## src/rtl/alu_opcodes_pkg.sv

```systemverilog
// ALU opcode encoding shared by decoder, issue queue and execute unit,
// plus the request bundle that travels from decode to the ALU.
package alu_opcodes_pkg;

   typedef enum logic [4:0] {
      ALU_ADD  = 5'd0,
      ALU_SUB  = 5'd1,
      ALU_XOR  = 5'd2,
      ALU_OR   = 5'd3,
      ALU_AND  = 5'd4,
      ALU_SLL  = 5'd5,
      ALU_SRL  = 5'd6,
      ALU_SRA  = 5'd7,
      ALU_SLT  = 5'd8,
      ALU_SLTU = 5'd9
   } alu_op_e;

   // Opcode kept as raw bits so unknown encodings pass through untouched.
   typedef struct packed {
      logic [4:0]  op;
      logic [31:0] a;
      logic [31:0] b;
   } alu_req_t;

endpackage

```

## src/rtl/alu_issue_queue_if.sv

```systemverilog
// Decode-side and ALU-side handshakes of the ALU issue queue.
// master: request producer / result consumer; slave: the queue.
interface alu_issue_queue_if #(
   parameter int unsigned TAG_W = 5
);
   logic             in_valid_i;
   logic             in_ready_o;
   logic [4:0]       in_op_i;
   logic [31:0]      in_a_i;
   logic [31:0]      in_b_i;
   logic [TAG_W-1:0] in_tag_i;

   logic             out_valid_o;
   logic             out_ready_i;
   logic [4:0]       alu_op_o;
   logic [31:0]      a_o;
   logic [31:0]      b_o;
   logic [TAG_W-1:0] tag_o;

   modport master (
      output in_valid_i, in_op_i, in_a_i, in_b_i, in_tag_i, out_ready_i,
      input  in_ready_o, out_valid_o, alu_op_o, a_o, b_o, tag_o
   );

   modport slave (
      input  in_valid_i, in_op_i, in_a_i, in_b_i, in_tag_i, out_ready_i,
      output in_ready_o, out_valid_o, alu_op_o, a_o, b_o, tag_o
   );
endinterface

```

## src/rtl/alu_issue_queue_issue_fifo_mem.sv

```systemverilog
// Entry storage for the ALU issue queue: DEPTH x WIDTH register array,
// one synchronous write port, one combinational read port.
module issue_fifo_mem #(
   parameter int unsigned DEPTH = 4,
   parameter int unsigned WIDTH = 8
) (
   input  logic                     clk_i,
   input  logic                     we_i,
   input  logic [$clog2(DEPTH)-1:0] waddr_i,
   input  logic [WIDTH-1:0]         wdata_i,
   input  logic [$clog2(DEPTH)-1:0] raddr_i,
   output logic [WIDTH-1:0]         rdata_o
);
   logic [WIDTH-1:0] mem_q [DEPTH];

   // Write port: contents need no reset, validity is tracked by the owner.
   always_ff @(posedge clk_i) begin
      if (we_i) mem_q[waddr_i] <= wdata_i;
   end

   assign rdata_o = mem_q[raddr_i];
endmodule

```

## src/rtl/alu_issue_queue.sv

```systemverilog
// In-order request buffer between decoder and ALU with flush support.
// Optional macro ALU_ISSUE_BYPASS_EN: an empty queue forwards the input
// beat combinationally to the ALU side.
module alu_issue_queue
   import alu_opcodes_pkg::*;
#(
   parameter int unsigned DEPTH = 4,
   parameter int unsigned TAG_W = 5
) (
   input  logic                   clk_i,
   input  logic                   rst_ni,
   input  logic                   flush_i,
   alu_issue_queue_if.slave       bus,
   output logic [$clog2(DEPTH):0] count_o
);
   localparam int unsigned AW = $clog2(DEPTH);
   localparam int unsigned CW = AW + 1;
   localparam logic [CW-1:0] FULL = CW'(DEPTH);

   typedef struct packed {
      alu_req_t         req;
      logic [TAG_W-1:0] tag;
   } entry_t;

   logic [AW-1:0] wptr_q, rptr_q;
   logic [CW-1:0] count_q;
   entry_t        in_ent, head_ent, out_ent;
   logic          empty, in_ready, bypass, out_valid;
   logic          push, pop, mem_we, mem_pop;

   assign in_ent.req.op = bus.in_op_i;
   assign in_ent.req.a  = bus.in_a_i;
   assign in_ent.req.b  = bus.in_b_i;
   assign in_ent.tag    = bus.in_tag_i;

   assign empty    = (count_q == '0);
   assign in_ready = (count_q < FULL);

`ifdef ALU_ISSUE_BYPASS_EN
   assign bypass = empty && bus.in_valid_i && !flush_i;
`else
   assign bypass = 1'b0;
`endif

   assign out_valid = !flush_i && (!empty || bypass);
   assign push      = bus.in_valid_i && in_ready && !flush_i;
   assign pop       = out_valid && bus.out_ready_i && !flush_i;
   // A bypassed beat that is consumed immediately never touches storage,
   // and a pop from an empty queue can only be that bypassed beat.
   assign mem_we    = push && !(bypass && bus.out_ready_i);
   assign mem_pop   = pop && !empty;

   // Pointer and occupancy update; reset and flush both empty the queue.
   always_ff @(posedge clk_i) begin
      if (!rst_ni || flush_i) begin
         wptr_q  <= '0;
         rptr_q  <= '0;
         count_q <= '0;
      end else begin
         if (mem_we)  wptr_q <= wptr_q + AW'(1);
         if (mem_pop) rptr_q <= rptr_q + AW'(1);
         count_q <= count_q + CW'(mem_we) - CW'(mem_pop);
      end
   end

   issue_fifo_mem #(
      .DEPTH (DEPTH),
      .WIDTH ($bits(entry_t))
   ) u_mem (
      .clk_i   (clk_i),
      .we_i    (mem_we),
      .waddr_i (wptr_q),
      .wdata_i (in_ent),
      .raddr_i (rptr_q),
      .rdata_o (head_ent)
   );

   // Head selection; outputs are forced to zero while nothing is valid.
   always_comb begin
      out_ent = '0;
      if (out_valid) out_ent = bypass ? in_ent : head_ent;
   end

   assign bus.in_ready_o  = in_ready;
   assign bus.out_valid_o = out_valid;
   assign bus.alu_op_o    = out_ent.req.op;
   assign bus.a_o         = out_ent.req.a;
   assign bus.b_o         = out_ent.req.b;
   assign bus.tag_o       = out_ent.tag;
   assign count_o         = count_q;
endmodule

```

## src/flat_wrapper.sv

```systemverilog
// flat-port wrapper written by rule: the top's interface ports become plain ports
module alu_issue_queue_flat import alu_opcodes_pkg::*;
#(
   parameter int unsigned DEPTH = 4,
   parameter int unsigned TAG_W = 5
)
  (clk_i, rst_ni, flush_i, count_o, bus_in_valid_i, bus_in_op_i, bus_in_a_i, bus_in_b_i, bus_in_tag_i, bus_out_ready_i, bus_in_ready_o, bus_out_valid_o, bus_alu_op_o, bus_a_o, bus_b_o, bus_tag_o);
  alu_issue_queue_if #(.TAG_W(TAG_W)) bus_i ();
  input  logic clk_i;
  input  logic rst_ni;
  input  logic flush_i;
  output logic [$clog2(DEPTH):0] count_o;
  input wire logic [$bits(bus_i.in_valid_i)-1:0] bus_in_valid_i;
  input wire logic [$bits(bus_i.in_op_i)-1:0] bus_in_op_i;
  input wire logic [$bits(bus_i.in_a_i)-1:0] bus_in_a_i;
  input wire logic [$bits(bus_i.in_b_i)-1:0] bus_in_b_i;
  input wire logic [$bits(bus_i.in_tag_i)-1:0] bus_in_tag_i;
  input wire logic [$bits(bus_i.out_ready_i)-1:0] bus_out_ready_i;
  output wire logic [$bits(bus_i.in_ready_o)-1:0] bus_in_ready_o;
  output wire logic [$bits(bus_i.out_valid_o)-1:0] bus_out_valid_o;
  output wire logic [$bits(bus_i.alu_op_o)-1:0] bus_alu_op_o;
  output wire logic [$bits(bus_i.a_o)-1:0] bus_a_o;
  output wire logic [$bits(bus_i.b_o)-1:0] bus_b_o;
  output wire logic [$bits(bus_i.tag_o)-1:0] bus_tag_o;
  assign bus_i.in_valid_i = bus_in_valid_i;
  assign bus_i.in_op_i = bus_in_op_i;
  assign bus_i.in_a_i = bus_in_a_i;
  assign bus_i.in_b_i = bus_in_b_i;
  assign bus_i.in_tag_i = bus_in_tag_i;
  assign bus_i.out_ready_i = bus_out_ready_i;
  assign bus_in_ready_o = bus_i.in_ready_o;
  assign bus_out_valid_o = bus_i.out_valid_o;
  assign bus_alu_op_o = bus_i.alu_op_o;
  assign bus_a_o = bus_i.a_o;
  assign bus_b_o = bus_i.b_o;
  assign bus_tag_o = bus_i.tag_o;
  alu_issue_queue #(.DEPTH(DEPTH), .TAG_W(TAG_W)) u_core (.clk_i(clk_i), .rst_ni(rst_ni), .flush_i(flush_i), .bus(bus_i), .count_o(count_o));
endmodule
```

## config.mk

```make
export PLATFORM = sky130hd
export DESIGN_NAME = alu_issue_queue_flat
export DESIGN_NICKNAME = d
export VERILOG_FILES = /design/src/rtl/alu_opcodes_pkg.sv /design/src/rtl/alu_issue_queue_if.sv /design/src/rtl/alu_issue_queue_issue_fifo_mem.sv /design/src/rtl/alu_issue_queue.sv /design/src/flat_wrapper.sv
export SDC_FILE = /design/constraint.sdc
export NUM_CORES = 1
export LEC_CHECK = 0
export ABC_CLOCK_PERIOD_IN_PS = 10500
export BUFFER_PORTS_ARGS = -buffer_cell sky130_fd_sc_hd__buf_2
export CAP_MARGIN = 20
export CELL_PAD_IN_SITES_DETAIL_PLACEMENT = 1
export CELL_PAD_IN_SITES_GLOBAL_PLACEMENT = 1
export CORE_ASPECT_RATIO = 1.5
export CORE_MARGIN = 5
export CORE_UTILIZATION = 50
export DETAILED_ROUTE_END_ITERATION = 12
export PLACE_DENSITY_LB_ADDON = 0.1
export SYNTH_ARGS = -nofsm -noshare
export SYNTH_HDL_FRONTEND = slang
export SYNTH_HIERARCHICAL = 1
export SYNTH_SLANG_ARGS = --single-unit
```

## constraint.sdc

```tcl
create_clock -name clk_i -period 10.5 [get_ports clk_i]
set_input_delay 1.575 -clock clk_i [delete_from_list [all_inputs] [get_ports clk_i]]
set_output_delay 1.575 -clock clk_i [all_outputs]
set_load 0.03 [all_outputs]
```

==> results by group <==
Outcome
  – Run status: completed

Synthesis
  – Top cells by area in the synthesized netlist: edfxtp_1, mux4_2, and2_1
  – Share of the synthesized area in the top cell type: 0.766
  – Synth Register Bits: 303
  – Sequential area share after synthesis: 0.778
  – Yosys cell types: 25
  – Synth Area per Inst: 22.8 um^2
  – Mapped Area: 11600 um^2
  – Post-Syn Instances: 510
  – Area leader, netlist: edfxtp_1
  – Yosys warnings: 6
  – Net Count, Synth: 592

Final layout
  – Nets: 763
  – Commonest non-fill, non-tap cell in the layout: edfxtp_1
  – Share of cells above drive strength 1: 0.412
  – Area delta synth->final: 17.1%
  – Commonest non-fill, non-tap cells in the layout: edfxtp_1, buf_2, and2_1, mux4_2, clkbuf_16

Placed design
  – Pre-CTS WS: 5950 ps
  – Final HPWL DP: 13500 um
  – Placer Congestion: 0.719
  – I/O Buffers: 157

GRT
  – Maximum number of pins on one net before global-route repair: 76
  – Initial antenna violation count: 4
  – Vias in the first global route: 6224
  – Gr usage total: 0.176
  – First-pass GRT wire length: 35700 um
  – GR Overflow Total: 0

Clock tree
  – Max clock buf depth: 3
  – Hold_buf cts: 0
  – Clk sink count: 303
  – H-tree levels: 1
  – Root Buffer: clkbuf_16
  – Clk pin slew, worst setup/hold paths: 60 ps
  – # resized after CTS: 0
  – Post-CTS setup buffer count: 0
  – CTS buffer count: 28
  – CTS tree: built
  – Clock Latency Late Sink: 530 ps

Power and ir drop
  – P per Cell Area: 183 nW/um^2
  – Leakage: 4.67 nW
  – Power Total: 0.00249 W
  – Peak supply drop: 0.180 mV

Critical path
  – Startpoint Class: register
  – Critical Path Fanout Max: 46
  – CP Cell Sequence: buf_4 > mux4_2 > and2_1 > buf_2
  – Critical Path AT: 3180 ps
  – WS Path Type: reg2out
  – Worst Path Required: 8930 ps
  – Slowest cell on crit path: dfxtp_4
  – Critical path's largest stage delay: 970 ps
  – Worst setup EP type: output port

Floorplan
  – IO Pins: 158
  – Core area: 23000 um^2
  – # rows: 68
  – Die footprint: 26400 um^2
  – Initial Utilization: 0.505
  – Die Height: 197 um
  – Chip Width: 134 um

Timing
  – FMAX: 0.210 GHz
  – Layout Skew: 11.1 ps
  – Hold Fails Final Rpt: 0
  – Worst Slack Setup Final: 5740 ps
  – Slew of the pin with the lowest slew margin: 938 ps
  – Final period utilization: 0.453
  – RSZ-0062 raised after global routing: false
  – Slew margin rel.: 0.375
  – Final setup TNS: 0 ps
  – Final Setup Violations: 0
  – Fin. max-slew vios: 0
  – Tmin final: 4760 ps

Drt
  – Starting DRT DRC Count: 228
  – Routed vias/inst: 5.51
  – Routed WL per cell: 23.1 um
  – DRC Markers: 0
  – Post-route ant nets: 0
  – Vias post-DR: 5432
  – Drt pass-1 iters: 4
  – Routed wire length: 22800 um

Hold path
  – Worst Hold Class: reg2reg

Job
  – Max-cap violations: 0
==> routing by layer <==
metal	track usage	wire length (um)	vias to the layer above
met1	0.222	9020	2853
met4	0.0453	323	4
met3	0.0378	1240	29
li1	-	-	2417
met5	0	34	-
met2	0.312	12200	129
==> layout make-up <==
cell class / instances / area, um^2
fillers: 1986 / 9380
flip-flops and latches: 303 / 9040
multi-input cells: 178 / 2380
repair buffers: 165 / 846
clock buffers: 36 / 752
well taps: 280 / 350
clock inverters: 15 / 203
inverters: 5 / 18.8
diodes: 3 / 7.51
==> kinds of logic (layout without fill, tap and decap cells) <==
logic type | Yosys count | in the layout | synth area share
flip-flops | 303 | 303 | 0.778
AND/OR/NAND/NOR | 94 | 94 | 0.0508
multiplexers | 75 | 75 | 0.144
buffers and inverters | 29 | 221 | 0.0190
XOR/XNOR | 4 | 4 | 0.00302
adder cells (fa/ha/maj) | 3 | 3 | 0.00388
AO/OA/AOI/OAI | 2 | 2 | 0.000862
other | 0 | 3 | 0
==> sequential cells by signal (all words and copies together), names as in the netlist <==
name	cells
u_core/wptr_q	2
u_core/u_mem/mem_q	296
u_core/count_o	3
u_core/rptr_q	2
==> final timing paths <==
check,from,end,slack [ps],depth (start not counted)
setup / recovery,u_core/rptr_q[0],bus_a_o[31],5740,4
hold / removal,u_core/wptr_q[1],u_core/wptr_q[1],630,2
setup reg to reg,u_core/count_o[2],u_core/u_mem/mem_q[0][66],7600,4
hold reg to reg,u_core/wptr_q[1],u_core/wptr_q[1],630,2
==> critical path: cells and delay by family (launching register included) <==
| family | cells | cell delay (ps) |
|---|---|---|
| DFF | 1 | 970 |
| and+or+nand+nor | 1 | 170 |
| muxes | 1 | 620 |
| buffers and inverters | 2 | 850 |
==> power by group <==
| group | total (W) | switching (W) | internal [W] |
|---|---|---|---|
| combinational | 0.0000974 | 0.0000593 | 0.0000381 |
| clock | 0.00104 | 0.000414 | 0.000628 |
| sequential | 0.00135 | 0.00000587 | 0.00135 |
==> cells in the mapped netlist <==
cell type    n
xnor2_1      4
nor2_1       4
buf_6       13
buf_4        1
ha_1         2
nor3b_1      3
nor4bb_1     1
and2_1      76
clkbuf_1     2
dfxtp_1      7
and3b_1      2
buf_2        8
nor3_2       1
edfxtp_1   296
mux2i_1      1
and3_1       1
fa_1         1
inv_1        5
nand2_1      2
o21ai_0      1
a21oi_1      1
mux4_2      74
nand2b_1     2
or3_1        1
nor2b_1      1
==> metrics by stage <==
step	hold slack, ps	cells	util	instance area (um^2)
after global routing	674	984	0.592	13600
after global placement	576	931	0.550	12600
after detailed placement	613	931	0.550	12600
after floorplan	467	510	-	11600
after CTS	631	982	0.591	13600
final	629	985	0.592	13600
Note: power is estimated with default switching activity, not from simulation.
